### src/rtl/mem_access_unit_if.sv
// rtl/mem_access_unit_if.sv - execute-stage and data-RAM bus bundle for mem_access_unit
interface mem_access_unit_if #(
  parameter int DATA_W = 32,
  parameter int ADDR_W = 16
);
  logic              op_valid;
  logic [3:0]        op_code;
  logic [DATA_W-1:0] src1;
  logic [DATA_W-1:0] src2;
  logic [DATA_W-1:0] ram_data_in;
  logic              busy;
  logic              done;
  logic              fault;
  logic              sel_ldr_bus;
  logic [DATA_W-1:0] data_ldr_out;
  logic              ram_en;
  logic              ram_rw_flag;
  logic [ADDR_W-1:0] ram_addr;
  logic [DATA_W-1:0] ram_data_out;

  // Pipeline/RAM environment side
  modport master (
    output op_valid, op_code, src1, src2, ram_data_in,
    input  busy, done, fault, sel_ldr_bus, data_ldr_out,
    input  ram_en, ram_rw_flag, ram_addr, ram_data_out
  );

  // Memory access unit side
  modport slave (
    input  op_valid, op_code, src1, src2, ram_data_in,
    output busy, done, fault, sel_ldr_bus, data_ldr_out,
    output ram_en, ram_rw_flag, ram_addr, ram_data_out
  );
endinterface

### src/rtl/mem_access_unit.sv
// rtl/mem_access_unit.sv - sequential LDR/STR memory-stage controller with wait states
module mem_access_unit #(
  parameter int DATA_W      = 32,
  parameter int ADDR_W      = 16,
  parameter int WAIT_CYCLES = 2
) (
  input  logic               clk,
  input  logic               rst_n,
  mem_access_unit_if.slave   bus
);
  localparam logic [3:0] OP_LDR = 4'b1001;
  localparam logic [3:0] OP_STR = 4'b1010;
  localparam int CNT_W = (WAIT_CYCLES > 0) ? $clog2(WAIT_CYCLES + 1) : 1;
  localparam logic [CNT_W-1:0] CNT_LOAD = CNT_W'(WAIT_CYCLES);
  localparam logic [CNT_W-1:0] CNT_ONE  = CNT_W'(1);

  typedef enum logic [1:0] {S_IDLE, S_ACCESS, S_WAIT, S_DONE} state_t;

  state_t            state_q;
  logic [CNT_W-1:0]  cnt_q;
  logic [CNT_W-1:0]  cnt_d;
  logic              is_ldr_q;
  logic              done_q;
  logic              fault_q;
  logic              sel_q;
  logic              ram_en_q;
  logic              ram_rw_q;
  logic [ADDR_W-1:0] ram_addr_q;
  logic [DATA_W-1:0] ram_wdata_q;
  logic [DATA_W-1:0] ldr_data_q;

  logic mem_op;
  logic op_is_ldr;
  logic out_of_range;

  assign mem_op    = bus.op_valid && ((bus.op_code == OP_LDR) || (bus.op_code == OP_STR));
  assign op_is_ldr = (bus.op_code == OP_LDR);
  assign cnt_d     = cnt_q - CNT_ONE;

  // Any set bit above the RAM address range makes the access illegal
  generate
    if (ADDR_W < DATA_W) begin : g_range
      assign out_of_range = |bus.src1[DATA_W-1:ADDR_W];
    end else begin : g_full
      assign out_of_range = 1'b0;
    end
  endgenerate

  // Stall while an op is presented in IDLE or in flight; forced low under reset
  assign bus.busy = rst_n && (((state_q == S_IDLE) && mem_op) ||
                              (state_q == S_ACCESS) || (state_q == S_WAIT));

  assign bus.done         = done_q;
  assign bus.fault        = fault_q;
  assign bus.sel_ldr_bus  = sel_q;
  assign bus.data_ldr_out = ldr_data_q;
  assign bus.ram_en       = ram_en_q;
  assign bus.ram_rw_flag  = ram_rw_q;
  assign bus.ram_addr     = ram_addr_q;
  assign bus.ram_data_out = ram_wdata_q;

  // Access FSM with registered outputs; pulses default low each cycle
  always_ff @(posedge clk or negedge rst_n) begin
    if (!rst_n) begin
      state_q     <= S_IDLE;
      cnt_q       <= '0;
      is_ldr_q    <= 1'b0;
      done_q      <= 1'b0;
      fault_q     <= 1'b0;
      sel_q       <= 1'b0;
      ram_en_q    <= 1'b0;
      ram_rw_q    <= 1'b1;
      ram_addr_q  <= '0;
      ram_wdata_q <= '0;
      ldr_data_q  <= '0;
    end else begin
      done_q   <= 1'b0;
      fault_q  <= 1'b0;
      sel_q    <= 1'b0;
      ram_en_q <= 1'b0;
      ram_rw_q <= 1'b1;
      case (state_q)
        S_IDLE: begin
          if (mem_op) begin
            is_ldr_q <= op_is_ldr;
            if (out_of_range) begin
              // Fault skips the RAM entirely; address/data outputs keep old values
              done_q  <= 1'b1;
              fault_q <= 1'b1;
              state_q <= S_DONE;
            end else begin
              ram_en_q    <= 1'b1;
              ram_rw_q    <= op_is_ldr;
              ram_addr_q  <= bus.src1[ADDR_W-1:0];
              ram_wdata_q <= bus.src2;
              state_q     <= S_ACCESS;
            end
          end
        end
        S_ACCESS: begin
          cnt_q <= CNT_LOAD;
          if (WAIT_CYCLES == 0) begin
            done_q  <= 1'b1;
            sel_q   <= is_ldr_q;
            if (is_ldr_q) ldr_data_q <= bus.ram_data_in;
            state_q <= S_DONE;
          end else begin
            state_q <= S_WAIT;
          end
        end
        S_WAIT: begin
          cnt_q <= cnt_d;
          if (cnt_q == CNT_ONE) begin
            done_q  <= 1'b1;
            sel_q   <= is_ldr_q;
            if (is_ldr_q) ldr_data_q <= bus.ram_data_in;
            state_q <= S_DONE;
          end
        end
        S_DONE: begin
          state_q <= S_IDLE;
        end
        default: state_q <= S_IDLE;
      endcase
    end
  end
endmodule

### src/flat_wrapper.sv
// flat-port wrapper written by rule: the top's interface ports become plain ports
module mem_access_unit_flat 
#(
  parameter int DATA_W      = 32,
  parameter int ADDR_W      = 16,
  parameter int WAIT_CYCLES = 2
)
  (clk, rst_n, bus_op_valid, bus_op_code, bus_src1, bus_src2, bus_ram_data_in, bus_busy, bus_done, bus_fault, bus_sel_ldr_bus, bus_data_ldr_out, bus_ram_en, bus_ram_rw_flag, bus_ram_addr, bus_ram_data_out);
  mem_access_unit_if #(.DATA_W(DATA_W), .ADDR_W(ADDR_W)) bus_i ();
  input  logic clk;
  input  logic rst_n;
  input wire logic [$bits(bus_i.op_valid)-1:0] bus_op_valid;
  input wire logic [$bits(bus_i.op_code)-1:0] bus_op_code;
  input wire logic [$bits(bus_i.src1)-1:0] bus_src1;
  input wire logic [$bits(bus_i.src2)-1:0] bus_src2;
  input wire logic [$bits(bus_i.ram_data_in)-1:0] bus_ram_data_in;
  output wire logic [$bits(bus_i.busy)-1:0] bus_busy;
  output wire logic [$bits(bus_i.done)-1:0] bus_done;
  output wire logic [$bits(bus_i.fault)-1:0] bus_fault;
  output wire logic [$bits(bus_i.sel_ldr_bus)-1:0] bus_sel_ldr_bus;
  output wire logic [$bits(bus_i.data_ldr_out)-1:0] bus_data_ldr_out;
  output wire logic [$bits(bus_i.ram_en)-1:0] bus_ram_en;
  output wire logic [$bits(bus_i.ram_rw_flag)-1:0] bus_ram_rw_flag;
  output wire logic [$bits(bus_i.ram_addr)-1:0] bus_ram_addr;
  output wire logic [$bits(bus_i.ram_data_out)-1:0] bus_ram_data_out;
  assign bus_i.op_valid = bus_op_valid;
  assign bus_i.op_code = bus_op_code;
  assign bus_i.src1 = bus_src1;
  assign bus_i.src2 = bus_src2;
  assign bus_i.ram_data_in = bus_ram_data_in;
  assign bus_busy = bus_i.busy;
  assign bus_done = bus_i.done;
  assign bus_fault = bus_i.fault;
  assign bus_sel_ldr_bus = bus_i.sel_ldr_bus;
  assign bus_data_ldr_out = bus_i.data_ldr_out;
  assign bus_ram_en = bus_i.ram_en;
  assign bus_ram_rw_flag = bus_i.ram_rw_flag;
  assign bus_ram_addr = bus_i.ram_addr;
  assign bus_ram_data_out = bus_i.ram_data_out;
  mem_access_unit #(.DATA_W(DATA_W), .ADDR_W(ADDR_W), .WAIT_CYCLES(WAIT_CYCLES)) u_core (.clk(clk), .rst_n(rst_n), .bus(bus_i));
endmodule
### config.mk
export PLATFORM = sky130hd
export DESIGN_NAME = mem_access_unit_flat
export DESIGN_NICKNAME = d
export VERILOG_FILES = /design/src/rtl/mem_access_unit_if.sv /design/src/rtl/mem_access_unit.sv /design/src/flat_wrapper.sv
export SDC_FILE = /design/constraint.sdc
export NUM_CORES = 1
export LEC_CHECK = 0
export ABC_CLOCK_PERIOD_IN_PS = 1940
export BUFFER_PORTS_ARGS = -buffer_cell sky130_fd_sc_hd__buf_2
export CORE_MARGIN = 2
export CORE_UTILIZATION = 25
export CTS_CLUSTER_DIAMETER = 150
export DETAILED_ROUTE_END_ITERATION = 6
export GPL_TIMING_DRIVEN = 0
export PLACE_DENSITY_LB_ADDON = 0.15
export SLEW_MARGIN = 20
export SYNTH_ARGS = -nofsm -noshare
export SYNTH_HDL_FRONTEND = slang
export SYNTH_SLANG_ARGS = --single-unit
### constraint.sdc
create_clock -name clk -period 1.94 [get_ports clk]
set_input_delay 0.194 -clock clk [delete_from_list [all_inputs] [get_ports clk]]
set_output_delay 0.194 -clock clk [all_outputs]
set_load 0.01 [all_outputs]
==> results.cfg, run 1 <==
[clock_network]
cts_tree = built
cts_root_buf = clkbuf_16
ctsHtreeMaxLevel = 3
path_clk_slew_ps = 60
clock_sinks = 90
clock_latency_ps = 340
clock_path_buffers = 2
numCtsBuffers = 9

[timing]
setup_violations = 0
hold_viol = 0
slew_headroom = 0.6914
min_period_ps = 1836
drv_slew = 0
fmax_mhz = 544.8
period_share = 0.9462
skew_ps = 4.672
worstMarginPinSlew_ps = 462.9
whs_ps = 69.05

[worst_setup_path]
startpoint_type = flop
critPathCaptureType = flop
crit_arrival_ps = 2060
worst-path-buf-inv = 3
critPathMaxFanout = 10
crit_path_max_incr_delay_ps = 400
crit_type = flop to flop
critPathTopFamily = buffers and inverters
path_cells = inv_1 > ha_1 > nand3_1 > nor2_4 > buf_12 > clkbuf_8 > mux2_2
cp_data_required_time_ps = 2160
slowest_stage = dfrtp_1

[global_routing]
grt_pass1_wl_microns = 12360
grt-ovfl-total = 0
grt_max_degree = 48
grt_usage = 0.1097
antenna_found_initial = 0
grt_pass1_vias = 2531

[final_layout]
multi_input_area_sq_um = 1181
drive_above_1_share = 0.6863
insertedDiodeCount = 0
area_growth_pct = 43.72
nFillCells = 1398
fin_util = 0.3668
final_nets = 528
postLayoutCellArea_sq_um = 5071
seq_area_sq_um = 2253

[synthesis]
synthAdderAreaFrac = 0.01773
ys.flop_type = dfrtp_1
synthesis.area_sq_um = 3528
syn-instance-count = 218
synth-simple-area-share = 0.03227
yosysWarnings = 0
synthTopCellsByArea = dfrtp_1 63%, mux2_2 24%, ha_1 1.8%
synth_top_family_by_area = multiplexers
ys_types = 31
synthArstFlopShare = 1.000
synth_fp_nets = 326
avgSynthCellArea_sq_um = 16.19
synth_compound_area_frac = 0.01596
yosysSeqAreaShare = 0.6387
synth_top_area_share = 0.6312
muxShareOfSynthArea = 0.2638
synth_top_cell_by_area = dfrtp_1
synth_xor_area_frac = 0.004965
synth_edf_count = 0
synth_seq_cells = 90

[drt]
ant_nets = 0
vias = 2490
drt_iter0_drc = 80
vias_per_cell = 4.123
wirelength_microns = 8225
dr.pass1.iters = 4
wl_per_cell_microns = 13.62
drc = 0

[power_and_ir_drop]
p_sw_mw = 1.031
p_per_area_nw_per_um2 = 865.2
p_seq_frac = 0.455
p_int_mw = 3.356
power_mw = 4.388
peakVddDrop_mv = 0.3211
pwr-share-comb = 0.129
sw_frac_of_total = 0.2351
p_clk_frac = 0.416
p_leak_nw = 2.762

[worst_hold_path]
hold_class = primary input to flop

[floorplan]
chipWidth_microns = 122.8
start_util = 0.2552
core-area_sq_um = 13830
dieArea_sq_um = 15080
num_rows = 43
io_pins = 189
die_y_microns = 122.8

[place]
gp_congestion = 0.6704
postPlaceCellArea_sq_um = 4728
port_buffers = 188
dp_hpwl_microns = 6393

[flow_run]
drv_cap = 0

[outcome]
status = finished clean
power by group through the flow:
stage	clock network (mW)	logic [mW]	registers, mW
6_report	1.82	0.566	2.00
2_1_floorplan	0	0.295	2.05
3_5_place_dp	0	0.576	2.03
4_1_cts	1.90	0.580	2.00
5_1_grt	1.98	0.638	2.01
3_3_place_gp	0	0.555	2.03
synthesized netlist by cell type, drive strengths merged (2+ instances only):
library cell  number
buf                5
clkbuf             3
dfrtp             89
ha                 5
inv                4
mux2              80
mux2i              3
nand2              3
nand3              2
nor2               2
nor4               4
o21ai              2
through the flow:
step / std cells / TNS, ps / setup slack, ps
3_5_place_dp: 587 / 0 / 2.474
6_report: 604 / 0 / 104.4
5_1_grt: 604 / -1.898 / -1.898
2_1_floorplan: 218 / 0 / 319.9
3_3_place_gp: 586 / -23590 / -552.0
4_1_cts: 603 / 0 / 43.40
placed cells by master, fill, tap and decap left out, drive strengths merged, types with 2 or more instances in the layout:
master,Yosys,routed
buf,5,196
bufinv,0,2
clkbuf,3,11
clkinv,0,3
dfrtp,89,89
ha,5,5
inv,4,4
mux2,80,80
mux2i,3,3
nand2,3,3
nand3,2,2
nor2,2,2
nor4,4,4
o21ai,2,2
flip-flops by register name (all words and copies together), names as in the netlist:
register,count
u_core.bus.ram_rw_flag,1
u_core.bus.data_ldr_out,32
u_core.bus.done,1
u_core.bus.fault,1
u_core.is_ldr_q,1
u_core.cnt_q,2
u_core.state_q,2
u_core.bus.ram_en,1
u_core.bus.ram_data_out,32
u_core.bus.sel_ldr_bus,1
u_core.bus.ram_addr,16
kinds of logic after synthesis:
| family | count (synthesis) |
|---|---|
| buf+inv | 12 |
| mux | 83 |
| compound gates | 8 |
| xor+xnor | 2 |
| simple gates | 18 |
| fa+ha+maj | 5 |
| flops | 90 |
path summary, 6_finish.rpt:
kind	start	depth (start not counted)	to	slack, ps
worst min register to register	u_core.bus.ram_data_out[23]	1	u_core.bus.ram_data_out[23]	480
max in group asynchronous	rst_n	3	u_core.bus.ram_rw_flag	950
min in group asynchronous	rst_n	2	u_core.bus.ram_addr[6]	350
worst min-delay path	bus_src2[17]	2	u_core.bus.ram_data_out[17]	70
worst max register to register	u_core.state_q[0]	7	u_core.bus.ram_data_out[6]	100
worst max-delay path	u_core.state_q[0]	7	u_core.bus.ram_data_out[6]	100
repair_timing:
item | CTS | global route
endpoints found under the setup margin | 0 | 44
endpoints found under the hold margin | 45 | 0
buffers inserted | 0 | 1
hold buffers | 1 | 0
gates resized for setup | 0 | 3
area by class of cell:
cell class | instances | area share
inverters | 4 | 0.002961
well taps | 180 | 0.04441
multi-input cells | 116 | 0.2329
clock buffers | 9 | 0.04441
plain buffers | 8 | 0.01653
clock inverters | 6 | 0.01628
flip-flops and latches | 90 | 0.4444
repair buffers | 191 | 0.1981
routing by layer:
metal / routed length, microns / GRT usage / vias to the layer above / share of wire
li1: - / - / 1173 / -
met1: 3232 / 0.1209 / 1210 / 0.39
met2: 4277 / 0.1903 / 93 / 0.52
met3: 498 / 0.02695 / 14 / 0.061
met4: 216 / 0.06537 / 0 / 0.026
met5: 0 / 0 / - / 0
No activity file was read; power rests on OpenSTA's default activity.
==> run 2: changes to the inputs <==
--- a/config.mk
+++ b/config.mk
@@ -13,6 +13,7 @@
 export DETAILED_ROUTE_END_ITERATION = 6
 export GPL_TIMING_DRIVEN = 0
 export PLACE_DENSITY_LB_ADDON = 0.15
+export RECOVER_POWER = 50
 export SLEW_MARGIN = 20
 export SYNTH_ARGS = -nofsm -noshare
 export SYNTH_HDL_FRONTEND = slang
==> run 2 against run 1 <==
Sequential share of layout area up 0.65 points; final area shrank 1.4%; power decreased by 0.16%.
==> results.cfg, run 2 (synthesized netlist as in run 1, its figures left out) <==
[outcome]
status = finished clean

[drt]
drt_iter0_drc = 77
vias_per_cell = 4.111
drc = 0
dr.pass1.iters = 4
wl_per_cell_microns = 13.75
vias = 2483
wirelength_microns = 8308
ant_nets = 0

[final_layout]
drive_above_1_share = 0.5873
mostFrequentLayoutCells = 147 x buf_2, 89 x dfrtp_1, 76 x mux2_2, 42 x clkbuf_1, 9 x clkbuf_16
fin_cells = 604
final_common_cell = buf_2
postLayoutCellArea_sq_um = 4999
area_growth_pct = 41.67
final_nets = 528
insertedDiodeCount = 0

[timing]
tns_ps = 0
fmax_mhz = 544.2
fin_ws_ps = 102.5
worstMarginPinSlew_ps = 613.6
hold_viol = 0
period_share = 0.9471
min_period_ps = 1837
whs_ps = 69.08
setup_violations = 0
drv_slew = 0
skew_ps = 5.537
slew_headroom = 0.5909

[worst_setup_path]
critPathTopFamily = buffers and inverters
crit_type = flop to flop
critPathCaptureType = flop
crit_arrival_ps = 2060
cp_data_required_time_ps = 2160
startpoint_type = flop
critPathMaxFanout = 10
worst-path-buf-inv = 3
slowest_stage = dfrtp_1
crit_path_max_incr_delay_ps = 400
path_cells = inv_1 > ha_1 > nand3_1 > nor2_4 > buf_12 > clkbuf_8 > mux2_2

[global_routing]
grt_pass1_wl_microns = 12360
busiest_layer = met2
grt_pass1_vias = 2531
grt-ovfl-total = 0
use_met1 = 0.1209
antenna_found_initial = 0
grt_max_degree = 48
use_met2 = 0.1903
grt_usage = 0.1097
grt_use_met3 = 0.02695

[place]
port_buffers = 188
gp_congestion = 0.6704
dp_slack_ps = 2.474
postPlaceCellArea_sq_um = 4728
dpl.cell_count = 587
dp_hpwl_microns = 6393

[clock_network]
cts_root_buf = clkbuf_16
ctsHtreeMaxLevel = 3
clock_sinks = 90
clock_path_buffers = 2
path_clk_slew_ps = 60
numCtsBuffers = 9
clock_latency_ps = 340
cts_tree = built

[power_and_ir_drop]
p_clk_frac = 0.417
p_sw_mw = 1.033
p_int_mw = 3.348
pwr-share-comb = 0.127
peakVddDrop_mv = 0.3211
p_seq_frac = 0.456
sw_frac_of_total = 0.2358
p_per_area_nw_per_um2 = 876.4
p_leak_nw = 2.585

[floorplan]
num_rows = 43
dieArea_sq_um = 15080
chipWidth_microns = 122.8
io_pins = 189
start_util = 0.2552
core-area_sq_um = 13830
die_y_microns = 122.8

[worst_hold_path]
hold_class = primary input to flop

[flow_run]
drv_cap = 0
[run 2: changes by cell type in the layout (fill, tap and decap cells not counted), sizes merged]
| cell | before | now |
|---|---|---|
| buf | 196 | 153 |
| clkbuf | 11 | 54 |
[run 2: power by group through the flow]
stage / clock network (mW) / logic (mW) / registers (mW)
3_5_place_dp: 0 / 0.576 / 2.03
3_3_place_gp: 0 / 0.555 / 2.03
5_1_grt: 1.98 / 0.628 / 2.01
6_report: 1.83 / 0.557 / 2.00
2_1_floorplan: 0 / 0.295 / 2.05
4_1_cts: 1.90 / 0.580 / 2.00
[run 2: path summary, 6_finish.rpt]
path | from | end | slack [ps] | cells past startpoint
max | u_core.state_q[0] | u_core.bus.ram_data_out[6] | 100 | 7
min | bus_src2[17] | u_core.bus.ram_data_out[17] | 70 | 2
max reg2reg | u_core.state_q[0] | u_core.bus.ram_data_out[6] | 100 | 7
min reg2reg | u_core.bus.ram_data_out[23] | u_core.bus.ram_data_out[23] | 490 | 1
max in group asynchronous | rst_n | u_core.bus.ram_data_out[16] | 570 | 3
min in group asynchronous | rst_n | u_core.bus.ram_addr[6] | 340 | 2
[run 2: metrics by stage]
step | total power [mW] | utilization
2_1_floorplan | 2.343 | -
3_3_place_gp | 2.585 | 0.3395
3_5_place_dp | 2.611 | 0.3420
4_1_cts | 4.483 | 0.3649
5_1_grt | 4.615 | 0.3615
6_report | 4.381 | 0.3615
[run 2: routing by layer]
layer,routed length [microns],share of wire,vias up
met2,4274,0.51,93
met5,0,0,-
met4,216,0.026,0
met3,509,0.061,14
li1,-,-,1171
met1,3308,0.40,1205
[run 2: timing repair]
action,4_1_cts,5_1_grt
resized for setup,0,3
buffers inserted,0,1
hold buffers,1,0
hold endpoints to repair,45,0
setup endpoints to repair,0,44
[run 2: area by class of cell]
type                       count  area, sq um
clock buffer                   9        225.2
sequential                    90         2253
buffer                         8        83.83
inverter                       4        15.01
fill                        1417         8828
multi-input combinational    116         1181
timing repair buffer         191        932.1
clock inverter                 6        82.58
tap                          180        225.2
==> run 3: changes to the inputs <==
--- a/config.mk
+++ b/config.mk
@@ -6,11 +6,11 @@
 export NUM_CORES = 1
 export LEC_CHECK = 0
 export ABC_CLOCK_PERIOD_IN_PS = 1940
-export BUFFER_PORTS_ARGS = -buffer_cell sky130_fd_sc_hd__buf_2
 export CORE_MARGIN = 2
 export CORE_UTILIZATION = 25
 export CTS_CLUSTER_DIAMETER = 150
 export DETAILED_ROUTE_END_ITERATION = 6
+export DONT_BUFFER_PORTS = 1
 export GPL_TIMING_DRIVEN = 0
 export PLACE_DENSITY_LB_ADDON = 0.15
 export RECOVER_POWER = 50
==> run 3 against run 2 <==
The flow now finishes with violations (negative hold slack); die area unchanged; sequential power about the same; sequential cell count unchanged; routed wire length down 2.2%; setup slack better by 29 ps; worst hold slack worse by 530 ps; utilization down 0.72 points; power down 1.2%; critical path type unchanged.
==> results.cfg, run 3 (synthesized netlist as in run 1, its figures left out) <==
[global_routing]
grt_pass1_wl_microns = 11880
grt-ovfl-total = 0
grt_max_degree = 92
antenna_found_initial = 0
grt_usage = 0.1073
grt_pass1_vias = 2281

[flow_run]
drv_cap = 0

[worst_setup_path]
crit_path_max_incr_delay_ps = 370
rr_worst_depth = 7
critPathMaxFanout = 10
timing.rr.end = u_core.bus.ram_data_out[27]
startpoint_type = flop
crit_type = flop to flop
path_cells = inv_1 > ha_1 > nand3_2 > nor2_4 > buf_12 > clkbuf_8 > mux2_2
crit_arrival_ps = 2030
critPathCaptureType = flop
r2r-start = u_core.state_q[1]
slowest_stage = dfrtp_1
crit_path_start = u_core.state_q[1]
reg2reg_slack_ps = 130
cp_data_required_time_ps = 2160

[outcome]
violations = negative hold slack
status = complete, but fails checks

[floorplan]
io_pins = 189
num_rows = 43
core-area_sq_um = 13830
die_y_microns = 122.8
chipWidth_microns = 122.8
start_util = 0.2552
dieArea_sq_um = 15080

[timing]
tns_ps = 0
min_period_ps = 1808
drv_slew = 0
skew_ps = 5.898
hold_viol = 90
slew_headroom = 0.7824
fmax_mhz = 553.0
setup_violations = 0
whs_ps = -461.6
worstMarginPinSlew_ps = 323.6
period_share = 0.9321

[clock_network]
numCtsBuffers = 9
cts_tree = built
clock_path_buffers = 2
clock_latency_ps = 340
ctsHtreeMaxLevel = 3
path_clk_slew_ps = 70
clock_sinks = 90
cts_hold_buf = 80
cts_root_buf = clkbuf_16

[final_layout]
final_nets = 418
area_growth_pct = 38.83
postLayoutCellArea_sq_um = 4898
insertedDiodeCount = 0
final_common_cell = dfrtp_1
mostFrequentLayoutCells = 89 x dfrtp_1, 80 x dlygate4sd3_1, 76 x mux2_2, 9 x clkbuf_16, 5 x ha_1
drive_above_1_share = 0.3302

[place]
port_buffers = 0
gp_congestion = 0.6685
dp_hpwl_microns = 5467
postPlaceCellArea_sq_um = 3754

[power_and_ir_drop]
peakVddDrop_mv = 0.3443
p_per_area_nw_per_um2 = 883.9
sw_frac_of_total = 0.2348
pwr-share-comb = 0.112
p_leak_nw = 2.249
p_int_mw = 3.313
p_sw_mw = 1.017
p_seq_frac = 0.468
p_clk_frac = 0.420

[drt]
drt_iter0_drc = 27
wl_per_cell_microns = 16.42
dr.pass1.iters = 3
vias_per_cell = 4.271
wirelength_microns = 8129
vias = 2114
ant_nets = 0
drc = 0

[worst_hold_path]
hold_class = primary input to async pin
[run 3: how the worst max path moves through the flow]
stage,endpoint,cells past startpoint
2_1_floorplan,u_core.bus.ram_addr[13],6
3_3_place_gp,u_core.bus.ram_addr[11],6
3_5_place_dp,u_core.bus.ram_data_out[27],6
4_1_cts,u_core.bus.ram_data_out[27],6
5_1_grt,u_core.bus.ram_data_out[27],7
6_report,u_core.bus.ram_data_out[27],7
[run 3: metrics by stage]
| stage | setup WS [ps] | util | std cells | power (mW) | hold WS (ps) |
|---|---|---|---|---|---|
| after global routing | -5.533 | 0.3543 | 495 | 4.578 | -484.3 |
| after detailed placement | 45.36 | 0.2715 | 398 | 2.421 | -99.64 |
| after global placement | 71.21 | 0.2715 | 398 | 2.412 | -99.56 |
| final | 131.7 | 0.3543 | 495 | 4.330 | -461.6 |
| after floorplan | 319.9 | - | 218 | 2.343 | -101.6 |
| after CTS | 25.94 | 0.3522 | 494 | 4.421 | -483.1 |
[run 3: per-layer routing]
metal,GRT usage,routed length [microns],vias to the layer above
met5,0,0,-
met4,0.05388,172,0
met3,0.03950,601,12
met2,0.1910,4357,93
met1,0.1098,2998,1049
li1,-,-,960
[run 3: critical path: cells and delay by family, from the launching register on]
family | cells | cell delay [ps]
mux | 1 | 350
simple gates | 2 | 270
flops | 1 | 370
buf+inv | 3 | 440
fa+ha+maj | 1 | 250
[run 3: layout make-up]
cell class                      instances  area (sq um)
Fill cell                            1344          8929
Sequential cell                        90          2253
Inverter                                4         15.01
Tap cell                              180         225.2
Clock buffer                           11         252.7
Clock inverter                          5         62.56
Multi-Input combinational cell        116          1186
Timing Repair Buffer                   81         820.8
Buffer                                  8         82.58
[run 3: power by group through the flow]
stage / clock network [mW] / logic (mW) / registers, mW
6_report: 1.82 / 0.485 / 2.03
5_1_grt: 2.00 / 0.546 / 2.04
4_1_cts: 1.90 / 0.487 / 2.03
3_5_place_dp: 0 / 0.355 / 2.07
3_3_place_gp: 0 / 0.348 / 2.06
2_1_floorplan: 0 / 0.295 / 2.05
[run 3: timing repair]
item | CTS | global route
resized for setup | 0 | 3
hold endpoints to repair | 170 | 90
setup endpoints to repair | 0 | 58
setup buffers | 0 | 1
